$ cat src/rtl/bcd_counter_display_pkg.sv
// Shared constants for the BCD counter and its 7-segment display driver.
// Segment patterns are active-high, ordered {a,b,c,d,e,f,g} with a as the MSB.
// Polarity inversion and the decimal point live in the top level, not here.
package bcd_counter_display_pkg;

  localparam logic [3:0] BCD_MAX = 4'd9;

  // Bit positions within the 8-bit seg bus {dp,a,b,c,d,e,f,g}
  localparam int SEG_DP_BIT = 7;
  localparam int SEG_A_BIT  = 6;
  localparam int SEG_B_BIT  = 5;
  localparam int SEG_C_BIT  = 4;
  localparam int SEG_D_BIT  = 3;
  localparam int SEG_E_BIT  = 2;
  localparam int SEG_F_BIT  = 1;
  localparam int SEG_G_BIT  = 0;

  localparam logic [6:0] SEG_0     = 7'b1111110;
  localparam logic [6:0] SEG_1     = 7'b0110000;
  localparam logic [6:0] SEG_2     = 7'b1101101;
  localparam logic [6:0] SEG_3     = 7'b1111001;
  localparam logic [6:0] SEG_4     = 7'b0110011;
  localparam logic [6:0] SEG_5     = 7'b1011011;
  localparam logic [6:0] SEG_6     = 7'b1011111;
  localparam logic [6:0] SEG_7     = 7'b1110000;
  localparam logic [6:0] SEG_8     = 7'b1111111;
  localparam logic [6:0] SEG_9     = 7'b1111011;
  localparam logic [6:0] SEG_BLANK = 7'b0000000;

  // Non-BCD nibbles are forced to zero so the counter never holds an invalid digit
  function automatic logic [3:0] bcd_sanitize(input logic [3:0] d);
    return (d > BCD_MAX) ? 4'd0 : d;
  endfunction

endpackage

$ cat src/rtl/bcd_counter_display_seg7_decoder.sv
// Combinational BCD digit to active-high a..g segment decoder.
// Out-of-range digits and an asserted blank both produce all segments off.
module seg7_decoder
  import bcd_counter_display_pkg::*;
(
  input  logic [3:0] digit,
  input  logic       blank,
  output logic [6:0] segs
);

  // Pattern lookup; anything outside 0..9 falls back to blank rather than all-on
  always_comb begin
    segs = SEG_BLANK;
    if (!blank) begin
      case (digit)
        4'd0:    segs = SEG_0;
        4'd1:    segs = SEG_1;
        4'd2:    segs = SEG_2;
        4'd3:    segs = SEG_3;
        4'd4:    segs = SEG_4;
        4'd5:    segs = SEG_5;
        4'd6:    segs = SEG_6;
        4'd7:    segs = SEG_7;
        4'd8:    segs = SEG_8;
        4'd9:    segs = SEG_9;
        default: segs = SEG_BLANK;
      endcase
    end
  end

endmodule

$ cat src/rtl/bcd_counter_display.sv
// N-digit BCD up/down counter with prescaled stepping, load/clear and wrap pulse,
// driving a time-multiplexed 7-segment display with leading-zero blanking.
// Display outputs are registered, so seg/an lag count by one clock.
module bcd_counter_display
  import bcd_counter_display_pkg::*;
#(
  parameter int NUM_DIGITS     = 3,
  parameter int TICK_DIV       = 50000000,
  parameter int SCAN_DIV       = 50000,
  parameter int BLANK_LZ       = 1,
  parameter int SEG_ACTIVE_LOW = 0,
  parameter int AN_ACTIVE_LOW  = 1
) (
  input  logic                    clk,
  input  logic                    rst_n,
  input  logic                    en,
  input  logic                    up_dn,
  input  logic                    clear,
  input  logic                    load,
  input  logic [4*NUM_DIGITS-1:0] load_val,
  output logic [4*NUM_DIGITS-1:0] count,
  output logic                    carry,
  output logic [7:0]              seg,
  output logic [NUM_DIGITS-1:0]   an
);

  localparam int CW = 4 * NUM_DIGITS;
  localparam int TW = (TICK_DIV > 1) ? $clog2(TICK_DIV) : 1;
  localparam int SW = (SCAN_DIV > 1) ? $clog2(SCAN_DIV) : 1;
  localparam int IW = (NUM_DIGITS > 1) ? $clog2(NUM_DIGITS) : 1;

  localparam logic [TW-1:0] TICK_LAST = TW'(TICK_DIV - 1);
  localparam logic [SW-1:0] SCAN_LAST = SW'(SCAN_DIV - 1);
  localparam logic [IW-1:0] IDX_LAST  = IW'(NUM_DIGITS - 1);
  localparam logic          SEG_INV   = (SEG_ACTIVE_LOW != 0);
  localparam logic          AN_INV    = (AN_ACTIVE_LOW != 0);

  logic [TW-1:0]         tick_cnt;
  logic                  tick;
  logic [CW-1:0]         inc_val;
  logic [CW-1:0]         dec_val;
  logic [CW-1:0]         load_clean;
  logic                  inc_wrap;
  logic                  dec_wrap;
  logic [NUM_DIGITS-1:0] blank_vec;
  logic                  upper_zero;
  logic [SW-1:0]         scan_cnt;
  logic [IW-1:0]         scan_idx;
  logic [3:0]            cur_digit;
  logic                  cur_blank;
  logic [6:0]            dec_segs;
  logic [NUM_DIGITS-1:0] an_onehot;
  logic [7:0]            seg_next;

  // Step strobe: prescaler sits on its last value only while enabled
  assign tick = en && (tick_cnt == TICK_LAST);

  // Ripple BCD increment/decrement and load sanitising; wrap flags end high only
  // when every digit rolled over
  always_comb begin
    inc_val    = count;
    dec_val    = count;
    load_clean = '0;
    inc_wrap   = 1'b1;
    dec_wrap   = 1'b1;
    for (int k = 0; k < NUM_DIGITS; k++) begin
      load_clean[4*k +: 4] = bcd_sanitize(load_val[4*k +: 4]);
      if (inc_wrap) begin
        if (count[4*k +: 4] == BCD_MAX) begin
          inc_val[4*k +: 4] = 4'd0;
        end else begin
          inc_val[4*k +: 4] = count[4*k +: 4] + 4'd1;
          inc_wrap          = 1'b0;
        end
      end
      if (dec_wrap) begin
        if (count[4*k +: 4] == 4'd0) begin
          dec_val[4*k +: 4] = BCD_MAX;
        end else begin
          dec_val[4*k +: 4] = count[4*k +: 4] - 4'd1;
          dec_wrap          = 1'b0;
        end
      end
    end
  end

  // Counter, prescaler and carry with clear > load > tick priority
  always_ff @(posedge clk or negedge rst_n) begin
    if (!rst_n) begin
      count    <= '0;
      carry    <= 1'b0;
      tick_cnt <= '0;
    end else if (clear) begin
      count    <= '0;
      carry    <= 1'b0;
      tick_cnt <= '0;
    end else if (load) begin
      count    <= load_clean;
      carry    <= 1'b0;
      tick_cnt <= '0;
    end else begin
      carry <= 1'b0;
      if (en) begin
        tick_cnt <= tick ? '0 : tick_cnt + 1'b1;
      end
      if (tick) begin
        if (up_dn) begin
          count <= inc_val;
          carry <= inc_wrap;
        end else begin
          count <= dec_val;
          carry <= dec_wrap;
        end
      end
    end
  end

  // Leading-zero mask: walk from the top digit down while everything seen is zero
  always_comb begin
    upper_zero = 1'b1;
    blank_vec  = '0;
    for (int k = NUM_DIGITS - 1; k >= 0; k--) begin
      upper_zero   = upper_zero && (count[4*k +: 4] == 4'd0);
      blank_vec[k] = (BLANK_LZ != 0) && (k != 0) && upper_zero;
    end
  end

  // Free-running scan timer; the digit index advances once per SCAN_DIV clocks
  always_ff @(posedge clk or negedge rst_n) begin
    if (!rst_n) begin
      scan_cnt <= '0;
      scan_idx <= '0;
    end else if (scan_cnt == SCAN_LAST) begin
      scan_cnt <= '0;
      scan_idx <= (scan_idx == IDX_LAST) ? '0 : scan_idx + 1'b1;
    end else begin
      scan_cnt <= scan_cnt + 1'b1;
    end
  end

  // Select the digit, its blank flag and the one-hot anode for the current index
  always_comb begin
    cur_digit = 4'd0;
    cur_blank = 1'b0;
    an_onehot = '0;
    for (int k = 0; k < NUM_DIGITS; k++) begin
      if (scan_idx == IW'(k)) begin
        cur_digit    = count[4*k +: 4];
        cur_blank    = blank_vec[k];
        an_onehot[k] = 1'b1;
      end
    end
  end

  seg7_decoder u_decoder (
    .digit (cur_digit),
    .blank (cur_blank),
    .segs  (dec_segs)
  );

  // Apply pin polarity; dp is held at its inactive level
  always_comb begin
    seg_next             = {1'b0, dec_segs} ^ {8{SEG_INV}};
    seg_next[SEG_DP_BIT] = SEG_INV;
  end

  // an and seg share one register stage so the anode and pattern always match
  always_ff @(posedge clk or negedge rst_n) begin
    if (!rst_n) begin
      an  <= NUM_DIGITS'(1) ^ {NUM_DIGITS{AN_INV}};
      seg <= {SEG_INV, SEG_0 ^ {7{SEG_INV}}};
    end else begin
      an  <= an_onehot ^ {NUM_DIGITS{AN_INV}};
      seg <= seg_next;
    end
  end

endmodule

$ cat config.mk
export PLATFORM = sky130hd
export DESIGN_NAME = bcd_counter_display
export DESIGN_NICKNAME = d
export VERILOG_FILES = /design/src/rtl/bcd_counter_display_pkg.sv /design/src/rtl/bcd_counter_display_seg7_decoder.sv /design/src/rtl/bcd_counter_display.sv
export SDC_FILE = /design/constraint.sdc
export NUM_CORES = 1
export LEC_CHECK = 0
export CAP_MARGIN = 10
export CORE_MARGIN = 3
export CORE_UTILIZATION = 31
export DETAILED_ROUTE_END_ITERATION = 10
export SYNTH_ARGS = -nofsm -noshare
export SYNTH_HDL_FRONTEND = slang
export SYNTH_SLANG_ARGS = --single-unit
$ cat constraint.sdc
create_clock -name clk -period 4.05 [get_ports clk]
set_clock_uncertainty 0.2 [all_clocks]
set_input_delay 0.405 -clock clk [delete_from_list [all_inputs] [get_ports clk]]
set_output_delay 0.405 -clock clk [all_outputs]
set_load 0.01 [all_outputs]
# ---- After elaboration in Yosys (flattened, before gate mapping)
# Memories as Yosys holds them, arrays and structs flattened.
# Cells that the tools add are included.
dict set report totals {
  latchBits 0
  output_inout_bits 24
  rom_bits 112
  in_bits 18
  ff_bits 67
  ramBits 0
  elab_cells 90
  memories 1
}
# name depth word_bits rd rd_ports_with_merged_regs wr line_no
set memory_table {}
lappend memory_table {{(no name shown)} 16 7 1 0 0 bcd_counter_display_seg7_decoder.sv:15} ;# case (digit)
dict set report classes {
  shifts 0
  n_mul 0
  n_mux 46
  n_reduce_logical 12
  n_eq_ne 9
  n_div 0
  bitwise_logic 1
  addsub 9
  magnitude_cmp 3
}
# operator n
set op_table {}
lappend op_table {{$mux W26} 4}
lappend op_table {{$mux W4} 16}
lappend op_table {{$mux W12} 4}
lappend op_table {{$add A26 B1 Y26 const B} 1}
lappend op_table {{$eq A26 B26 Y1 const B} 1}
lappend op_table {{$mux W1} 19}
lappend op_table {{$add A16 B1 Y16 const B} 1}
lappend op_table {{$eq A16 B16 Y1 const B} 1}
lappend op_table {{$mux W16} 1}
lappend op_table {{$add A4 B1 Y4 const B} 3}
lappend op_table {{$eq A4 B4 Y1 const B} 3}
lappend op_table {{$gt A4 B4 Y1 const B} 3}
lappend op_table {{$logic_not A4 Y1} 3}
lappend op_table {{$sub A4 B1 Y4 const B} 3}
lappend op_table {{$ne A4 B1 Y1 const B} 2}
lappend op_table {{$reduce_bool A4 Y1} 2}
lappend op_table {{$mux W7} 1}
lappend op_table {{$reduce_and A3 Y1} 2}
lappend op_table {{$reduce_bool A3 Y1} 2}
lappend op_table {{$not A3 Y3} 1}
lappend op_table {{$add A2 B1 Y2 const B} 1}
lappend op_table {{$eq A2 B1 Y1 const B} 1}
lappend op_table {{$eq A2 B2 Y1 const B} 1}
lappend op_table {{$logic_and A1 B1 Y1} 2}
lappend op_table {{2 further kinds} 2}

# ---- Longest topological paths before layout
# Gate-level depths: netlist (run 1).
dict set report depth {
  depth_word 8
  mapped_depth 9
  depth_no_buf 7
}

# ---- By module
# From an unflattened synthesis (run 1), not the netlist that was laid out.
dict set report unflattened {
  hier_cells 459
  hier_area_um2 4154.0
}
# mod seq_area_each_um2 instances area_each_um2 cells_per_inst
set by_module_without_submodules {}
lappend by_module_without_submodules {bcd_counter_display 1686.6 1 3923.8 428}
lappend by_module_without_submodules {seg7_decoder 0.0 1 230.2 31}

# ---- Worst setup path after synthesis (run 1)
# No wires, ideal clock.
dict set report synth_timing {
  kind {flip-flop to flip-flop}
  from {register count[1]}
  to {register count[11]}
  synth_period_minus_slack_ns 2.336
  stages_incl_launch_ff 8
  required_time_ns 3.725
  setup_time_ns 0.125
  n_path_buf 0
  arrival_time_ns 2.011
  setup_slack_ns 1.714
  path_cell_list {dfrtp_1 -> inv_1 -> ha_1 -> or4b_4 -> nor2_1 -> or2_2 -> a21o_1 -> mux2_2}
}
dict set report synth_via {
  elab_chain_cells 5
  elab_cells_between_ends 9
  cone_classes {eq/ne: 2; mux: 4; reduce/logical: 3}
}
# element line_no
set synth_lines {}
lappend synth_lines {{start: declaration} bcd_counter_display.sv:21} ;# output logic [4*NUM_DIGITS-1:0] count,
lappend synth_lines {{start signal: assignment} bcd_counter_display.sv:98} ;# count <= load_clean;
lappend synth_lines {{start signal: assignment} bcd_counter_display.sv:108} ;# count <= inc_val;
lappend synth_lines {{start signal: assignment} bcd_counter_display.sv:111} ;# count <= dec_val;
lappend synth_lines {{$eq A4 B4 Y1 or $logic_not A4 Y1 (tied branches)} -}
lappend synth_lines {{$mux W1, on equally long branches} {bcd_counter_display.sv:69, bcd_counter_display.sv:77}}
lappend synth_lines {{$mux W1, on equally long branches} {bcd_counter_display.sv:68, bcd_counter_display.sv:76}}
lappend synth_lines {{$ne A4 B1 Y1 (no line) or $reduce_bool A4 Y1 (tied branches)} -}
lappend synth_lines {{$reduce_and A3 Y1 (no line) (*)} -}
# Every way passes the cells marked *; elsewhere a longest branch is shown, timed or not.
# A chain may end at the register's enable or synchronous reset.

# ---- Worst setup path after layout (run 1)
dict set report layout_timing {
  from {input en}
  to {register count[2]}
}
dict set report layout_via {
  elab_chain_cells 2
}
# element line_no
set layout_lines {}
lappend layout_lines {{start: declaration} bcd_counter_display.sv:16} ;# input logic en,
lappend layout_lines {{$logic_and A1 B1 Y1} bcd_counter_display.sv:56} ;# assign tick = en && (tick_cnt == TICK_LAST);
lappend layout_lines {{$reduce_bool A3 Y1 (no line)} -}
# No other way between the ends.

==> implementation parameters, run 1 <==
Parameter                              Value

Run status
  Outcome ... completed

Global route
  Global-route wire length before repair ... around 17,000 um
  Number of global-route vias before repair ... 3,389
  Antenna violations before repair ... 0
  Congestion Overflow GR ... 0
  Maximum number of pins on one net before global-route repair ... 37
  Overall global routing resource usage ... 0.1384

Critical path
  Setup CP Type ... in -> reg
  Max stage delay on crit path ... around 0.70 ns
  Critical Path Slowest Stage Cell ... sky130_fd_sc_hd__clkdlybuf4s50_1
  Reg2Reg Capture Point ... count[8]$_DFFE_PN0P_
  Startpoint of the worst register-to-register path ... count[4]$_DFFE_PN0P_
  Critical path required time ... approximately 4.1 ns
  Maximum fanout encountered on the critical timing path ... 11
  Sort of element at the start of the critical path ... input port
  Register-to-register setup slack ... 1.46 ns
  Worst reg-to-reg path cell count ... 7
  Worst EP arrival ... 2.63 ns
  Cells along the critical path ... clkdlybuf4s50_1 -> and3_1 -> nand4_2 -> or3_1 -> mux2_4 -> o21a_1
  CP endpoint kind ... register

Routing
  Final antenna-violating net count ... 0
  Post-detailed-route DRC marker count ... 0
  Wire length after detailed routing ... between 10,000 and 15,000 um
  Average detailed-routed wire length per instance ... between 10 and 15 um
  Vias post-DR ... 3,473
  Number of iterations in the first detailed-routing pass ... 4
  First DRT Iteration DRCs ... ~230
  Post-DR vias/cell ... around 5

STA
  Final Setup Violations ... 0
  Number of endpoints with negative hold slack in the final report ... 0
  Minimum clock period ... 2.611 ns
  Transition time at the pin with the least slew margin ... 0.8064 ns
  Worst slew margin ... 0.4583
  Share of the clock period used by the worst path after layout ... 0.6447
  Setup repair after global routing missed its margin ... no
  Max-slew violation total from the final report ... 0
  Highest clock rate ... around 380 MHz
  Fin Setup TNS ... 0 ns

Pwr
  Clk pwr share ... 0.446
  Overall power of the completed layout ... between 1.5 and 2 mW
  Reported net switching power ... 0.4007 mW
  Net switching share of the total power ... 0.2412
  Leakage ... 2.079 nW
  Power per Cell Area ... 326.3 nW/um2
  P_int ... roughly 1.3 mW
  Sequential power share ... 0.431
  Gate power share ... 0.123
  Worst ir drop on vdd ... 0.1722 mV

Layout
  Final standard cell area without fillers ... a little over 5000 um2
  Number of filler cells placed in the layout ... 1,364
  Ratio of cells with drive above 1 in the final layout ... 0.09289
  Final-stage net count ... approximately 540
  Ant diodes ... 0
  Area added between synthesis and finish ... 19.35%
  Cell Count, Final, Fillers Out ... 682
  Final cell utilization of the core ... 0.3815

Clock tree
  Later-pin clock latency in the skew report ... ~0.33 ns
  Number of H-tree levels ... 3
  Clock buffer count from CTS ... 9
  Clock Sinks ... 67
  Cell at the root of the clock tree ... sky130_fd_sc_hd__clkbuf_16
  Maximum clock insertion buffer count ... 2
  TritonCTS clock tree ... built
  Clk pin slew, worst setup/hold paths ... 0.06 ns
  Post-cts repair resize count ... 0
  Post-CTS setup buffer count ... 0
  Hold buffer count at CTS ... 1

Hold path
  Worst-case hold path end point ... scan_cnt[0]$_DFF_PN0_
  Worst min-delay path category ... reg -> reg
  Start point of the worst hold path ... scan_cnt[0]$_DFF_PN0_
  Worst hold path depth ... 1

Synth
  Post-synthesis instance area ... around 4300 um2
  Prevailing post-synth register cell ... sky130_fd_sc_hd__dfrtp_1
  Synthesized Nets ... between 500 and 600
  Mean instance size in the synthesized netlist ... between 9 and 10 um2
  Yosys reg bits ... 67
  Cell variety after synth ... 68
  Post-synth EDFFs ... 0
  Share of the yosys chip area belonging to registers ... 0.3953
  Post-synthesis async set-or-reset flop share ... 1.000
  Synth Instances ... 468
  Yosys Warn Count ... 0

Floorplan
  FP Rows ... between 40 and 50
  Die X ... 123.3 um
  Total Die Area ... 15,210 um2
  Starting Density ... 0.3196
  Die Y-Extent ... roughly 120 um
  Io pins ... between 40 and 50
  Area inside the core boundary ... between 10,000 and 15,000 um2

Placement
  Placed Instances ... roughly 670
  Final HPWL from detailed placement ... 7207 um
  Post-detailed-placement cell area ... 4802 um2
  Count of input and output buffers ... 40
  Placer Congestion ... around 0.90

Flow run
  MaxCap Viol Count ... 0
Yosys cell counts (2+ instances only):
cell type,instances,area (um2)
sky130_fd_sc_hd__ha_1,18,225.2
sky130_fd_sc_hd__a31oi_1,5,31.28
sky130_fd_sc_hd__nand2_1,25,93.84
sky130_fd_sc_hd__nor2b_1,9,56.30
sky130_fd_sc_hd__dfstp_2,8,210.2
sky130_fd_sc_hd__nand3_1,32,160.2
sky130_fd_sc_hd__mux2i_1,13,130.1
sky130_fd_sc_hd__buf_6,2,22.52
sky130_fd_sc_hd__o21ai_1,4,20.02
sky130_fd_sc_hd__o21bai_1,2,15.01
sky130_fd_sc_hd__nor2_1,63,236.5
sky130_fd_sc_hd__a21oi_1,22,110.1
sky130_fd_sc_hd__dfrtp_1,59,1476
sky130_fd_sc_hd__nor4b_1,3,26.28
sky130_fd_sc_hd__clkbuf_1,13,48.80
sky130_fd_sc_hd__xnor2_1,19,166.4
sky130_fd_sc_hd__inv_1,18,67.56
sky130_fd_sc_hd__nand3b_1,4,30.03
sky130_fd_sc_hd__nand2b_1,14,87.58
sky130_fd_sc_hd__o31ai_1,2,15.01
sky130_fd_sc_hd__a221oi_1,3,26.28
sky130_fd_sc_hd__buf_2,7,35.03
sky130_fd_sc_hd__nand4_1,6,37.54
sky130_fd_sc_hd__or2_2,2,12.51
sky130_fd_sc_hd__nor3_1,14,70.07
sky130_fd_sc_hd__mux2_4,2,30.03
sky130_fd_sc_hd__xor2_1,18,157.7
sky130_fd_sc_hd__o21a_1,3,22.52
sky130_fd_sc_hd__mux2_2,5,56.30
sky130_fd_sc_hd__o21ai_0,12,60.06
sky130_fd_sc_hd__nor4_1,5,31.28
sky130_fd_sc_hd__o2bb2ai_1,2,17.52
sky130_fd_sc_hd__or3b_2,2,17.52
sky130_fd_sc_hd__and3_1,15,93.84
sky130_fd_sc_hd__nor3b_1,2,15.01
sky130_fd_sc_hd__a211oi_1,2,15.01
sky130_fd_sc_hd__or3_1,2,12.51
kinds of logic (layout without fill, tap and decap cells):
family	after synthesis	after routing	share of synthesized area
AOI/OAI and AO/OA	72	72	0.1135
xor gates and xnor gates	37	37	0.07595
adders and majority gates	18	18	0.05279
buffers and inverters	42	80	0.04340
DFF	67	67	0.3953
muxes	20	20	0.05073
other	1	1	0.0008789
and+or+nand+nor	211	211	0.2674
metrics by stage:
stage | worst slack [ns] | hold slack (ns)
2_1_floorplan | 1.714 | -0.09059
3_3_place_gp | 1.179 | 0.2707
3_5_place_dp | 1.108 | 0.2808
4_1_cts | 1.469 | 0.2874
5_1_grt | 1.343 | 0.3179
6_report | 1.439 | 0.2876
worst max path at each step:
stage	from	to	cells past startpoint
2_1_floorplan	count[1]$_DFFE_PN0P_	count[11]$_DFFE_PN0P_	7
3_3_place_gp	en	count[2]$_DFFE_PN0P_	6
3_5_place_dp	en	count[2]$_DFFE_PN0P_	6
4_1_cts	count[4]$_DFFE_PN0P_	count[8]$_DFFE_PN0P_	7
5_1_grt	count[1]$_DFFE_PN0P_	count[4]$_DFFE_PN0P_	6
6_report	en	count[2]$_DFFE_PN0P_	6
cell usage in the layout (no fill, tap or decap), types with 15 or more instances in the layout:
master                            synthesis  final
sky130_fd_sc_hd__and3_1                  15     15
sky130_fd_sc_hd__a21oi_1                 22     22
sky130_fd_sc_hd__nor2_1                  63     63
sky130_fd_sc_hd__nand3_1                 32     32
sky130_fd_sc_hd__xor2_1                  18     18
sky130_fd_sc_hd__ha_1                    18     18
sky130_fd_sc_hd__clkdlybuf4s50_1          0     39
sky130_fd_sc_hd__dfrtp_1                 59     59
sky130_fd_sc_hd__xnor2_1                 19     19
sky130_fd_sc_hd__inv_1                   18     18
sky130_fd_sc_hd__nand2_1                 25     25
state kept, by name, summed over array words and instances (netlist names):
register	flops
scan_idx	2
tick_cnt	26
an	3
seg	7
scan_cnt	16
carry	1
count	12
metal layers:
metal	routed length, um	track usage	vias to the layer above
li1	-	-	1714
met1	4949	0.1849	1690
met2	4623	0.2256	61
met3	408	0.03065	8
met4	118	0.04014	0
met5	0	0	-
critical path, delay by kind of cell:
kind	cells	cell delay [ns]
and+or+nand+nor	3	0.99
buffers and inverters	1	0.70
muxes	1	0.35
AOI/OAI and AO/OA	1	0.17
power groups by stage:
| stage | logic, mW | registers, mW | clock network (mW) |
|---|---|---|---|
| after global routing | 0.226 | 0.719 | 0.793 |
| after detailed placement | 0.204 | 0.726 | 0 |
| after CTS | 0.206 | 0.715 | 0.768 |
| final | 0.204 | 0.716 | 0.742 |
| after floorplan | 0.116 | 0.719 | 0 |
| after global placement | 0.200 | 0.726 | 0 |
layout make-up:
class                           count  area (um2)  area share
Inverter                           18       67.56     0.01327
Multi-Input combinational cell    359        2395      0.4703
Timing Repair Buffer               46       442.9     0.08698
Clock buffer                       13       240.2     0.04717
Tap cell                          176       220.2     0.04324
Clock inverter                      3       40.04    0.007862
Sequential cell                    67        1687      0.3312
No activity file was read; power rests on OpenSTA's default activity.
==> run 2: changes to the inputs <==
- clock period: 4.05 -> 2.53 ns (I/O delays scaled with it)
==> implementation parameters, run 2 (synthesized netlist as in run 1, its figures left out) <==
Parameter                              Value

Routing
  Final antenna-violating net count ... 0 (unchanged)
  Average detailed-routed wire length per instance ... 14.68 um (-0.89%)
  First DRT Iteration DRCs ... 300 (+33%)
  Number of iterations in the first detailed-routing pass ... 5 (+1)
  Post-detailed-route DRC marker count ... 0 (unchanged)
  Post-DR vias/cell ... 5.078 (-0.28%)
  Wire length after detailed routing ... 10,360 um (+2.6%)
  Vias post-DR ... 3,585 (+3.2%)

Floorplan
  Total Die Area ... 15,210 um2 (unchanged)
  Area inside the core boundary ... 13,350 um2 (unchanged)
  FP Rows ... 42 (unchanged)
  Die Y-Extent ... 123.3 um (unchanged)
  Die X ... 123.3 um (unchanged)
  Starting Density ... 0.3196 (unchanged)
  Io pins ... 42 (unchanged)

Global route
  Congestion Overflow GR ... 0 (unchanged)
  Global-route wire length before repair ... 17,690 um (+6.7%)
  Number of global-route vias before repair ... 3,614 (+6.6%)
  Antenna violations before repair ... 0 (unchanged)
  Overall global routing resource usage ... 0.1469 (+0.008480)
  Maximum number of pins on one net before global-route repair ... 68 (+84%)

Critical path
  Critical path required time ... 2.55 ns (-1.52 ns)
  Worst EP arrival ... 2.40 ns (-0.23 ns)
  Maximum fanout encountered on the critical timing path ... 5 (-6)
  Sort of element at the start of the critical path ... register
  Register-to-register setup slack ... 0.15 ns (-1.31 ns)
  CP endpoint kind ... register
  Setup CP Type ... reg -> reg

Clock tree
  Clock buffer count from CTS ... 9 (unchanged)
  Post-cts repair resize count ... 0 (unchanged)
  TritonCTS clock tree ... built
  Later-pin clock latency in the skew report ... 0.34 ns (about the same)
  Clock Sinks ... 67 (unchanged)
  Cell at the root of the clock tree ... sky130_fd_sc_hd__clkbuf_16
  Maximum clock insertion buffer count ... 2 (unchanged)
  Clk pin slew, worst setup/hold paths ... 0.06 ns (about the same)
  Number of H-tree levels ... 3 (unchanged)

Layout
  Biggest registers after layout ... tick_cnt (26), scan_cnt (16), count (12)
  Cell Count, Final, Fillers Out ... 706 (+3.5%)
  Commonest non-fill, non-tap cell in the layout ... sky130_fd_sc_hd__nor2_1
  Ant diodes ... 0 (unchanged)
  Max reg flops ... 26 (unchanged)
  Register with the most flip-flops ... tick_cnt
  Area added between synthesis and finish ... 25.28%
  Top library cells by usage in the layout, fill and taps aside ... sky130_fd_sc_hd__nor2_1, sky130_fd_sc_hd__dfrtp_1, sky130_fd_sc_hd__clkdlybuf4s50_1
  Ratio of cells with drive above 1 in the final layout ... 0.1415 (+0.04862)
  Final-stage net count ... 561 (+4.5%)
  Number of filler cells placed in the layout ... 1,341 (-1.7%)

STA
  Highest clock rate ... about 420 MHz
  Number of endpoints with negative hold slack in the final report ... 0 (unchanged)
  Minimum clock period ... 2.383 ns
  Share of the clock period used by the worst path after layout ... 0.9420
  Setup repair after global routing missed its margin ... no
  Final Setup Violations ... 0 (unchanged)
  Worst hold slack ... 0.2672 ns (-0.02037 ns)
  Fin Setup TNS ... 0 ns (unchanged)
  Max-slew violation total from the final report ... 0 (unchanged)
  Post-layout worst setup margin ... 0.1467 ns (-1.292 ns)

Placement
  Placer Congestion ... 0.8622 (-4.2%)
  Count of input and output buffers ... 40 (unchanged)
  Setup Slack @ Placement ... 0.08358 ns (-1.024 ns)
  Final HPWL from detailed placement ... 7327 um (+1.7%)
  Placed Instances ... 688 (+3.5%)

Pwr
  Worst ir drop on vdd ... 0.3018 mV (+75%)
  Overall power of the completed layout ... 2.871 mW (+73%)
  Power per Cell Area ... 537.2 nW/um2 (+65%)
  Leakage ... 2.230 nW (+7.3%)

Hold path
  Worst min-delay path category ... in -> async

Run status
  Outcome ... completed

Flow run
  MaxCap Viol Count ... 0 (unchanged)
run 2: area by class of cell:
type / count / area (um2) / area share
clock inverters: 6 / 88.84 / 0.01662
multi-input cells: 359 / 2395 / 0.4480
well taps: 176 / 220.2 / 0.04120
inverters: 18 / 67.56 / 0.01264
clock buffers: 10 / 239.0 / 0.04471
flip-flops and latches: 67 / 1687 / 0.3155
repair buffers: 70 / 648.1 / 0.1213
run 2: critical path: stages, from the launching register on:
cell                      delay [ns]
sky130_fd_sc_hd__dfrtp_1        0.38
sky130_fd_sc_hd__inv_1          0.10
sky130_fd_sc_hd__ha_1           0.23
sky130_fd_sc_hd__or3b_2         0.52
sky130_fd_sc_hd__nor2_1         0.15
sky130_fd_sc_hd__or2_2          0.14
sky130_fd_sc_hd__a21o_1         0.20
sky130_fd_sc_hd__mux2_2         0.36
run 2: per-layer routing:
layer / global-route usage / vias to the layer above / routed length, um
li1: - / 1750 / -
met1: 0.2044 / 1728 / 5140
met2: 0.2229 / 91 / 4629
met3: 0.02425 / 16 / 367
met4: 0.06920 / 0 / 225
met5: 0 / - / 0
run 2: stage by stage:
stage	utilization	cell area, um2
after global routing	0.4005	5345
after detailed placement	0.3746	5000
after global placement	0.3746	5000
after floorplan	-	4267
after CTS	0.3999	5338
final	0.4005	5345
run 2: timing repair:
action                                 in CTS  in global routing
hold buffers                                1                  0
buffers inserted                            0                  1
setup endpoints to repair                   0                  1
endpoints found under the hold margin      59                  0
run 2: where the power goes:
| group | leakage, nW | internal (mW) | switching [mW] |
|---|---|---|---|
| clock | 0.155 | 0.889 | 0.485 |
| sequential | 0.884 | 1.10 | 0.0282 |
| combinational | 1.19 | 0.177 | 0.190 |
| total | 2.23 | 2.17 | 0.703 |
run 2: final timing paths:
check,depth (start not counted),start,to
setup / recovery,7,count[5]$_DFFE_PN0P_,count[8]$_DFFE_PN0P_
hold / removal,3,rst_n,tick_cnt[16]$_DFFE_PN0P_
setup reg to reg,7,count[5]$_DFFE_PN0P_,count[8]$_DFFE_PN0P_
hold reg to reg,1,scan_cnt[10]$_DFF_PN0_,scan_cnt[10]$_DFF_PN0_
max in group asynchronous,3,rst_n,seg[3]$_DFF_PN1_
min in group clk,1,scan_cnt[10]$_DFF_PN0_,scan_cnt[10]$_DFF_PN0_
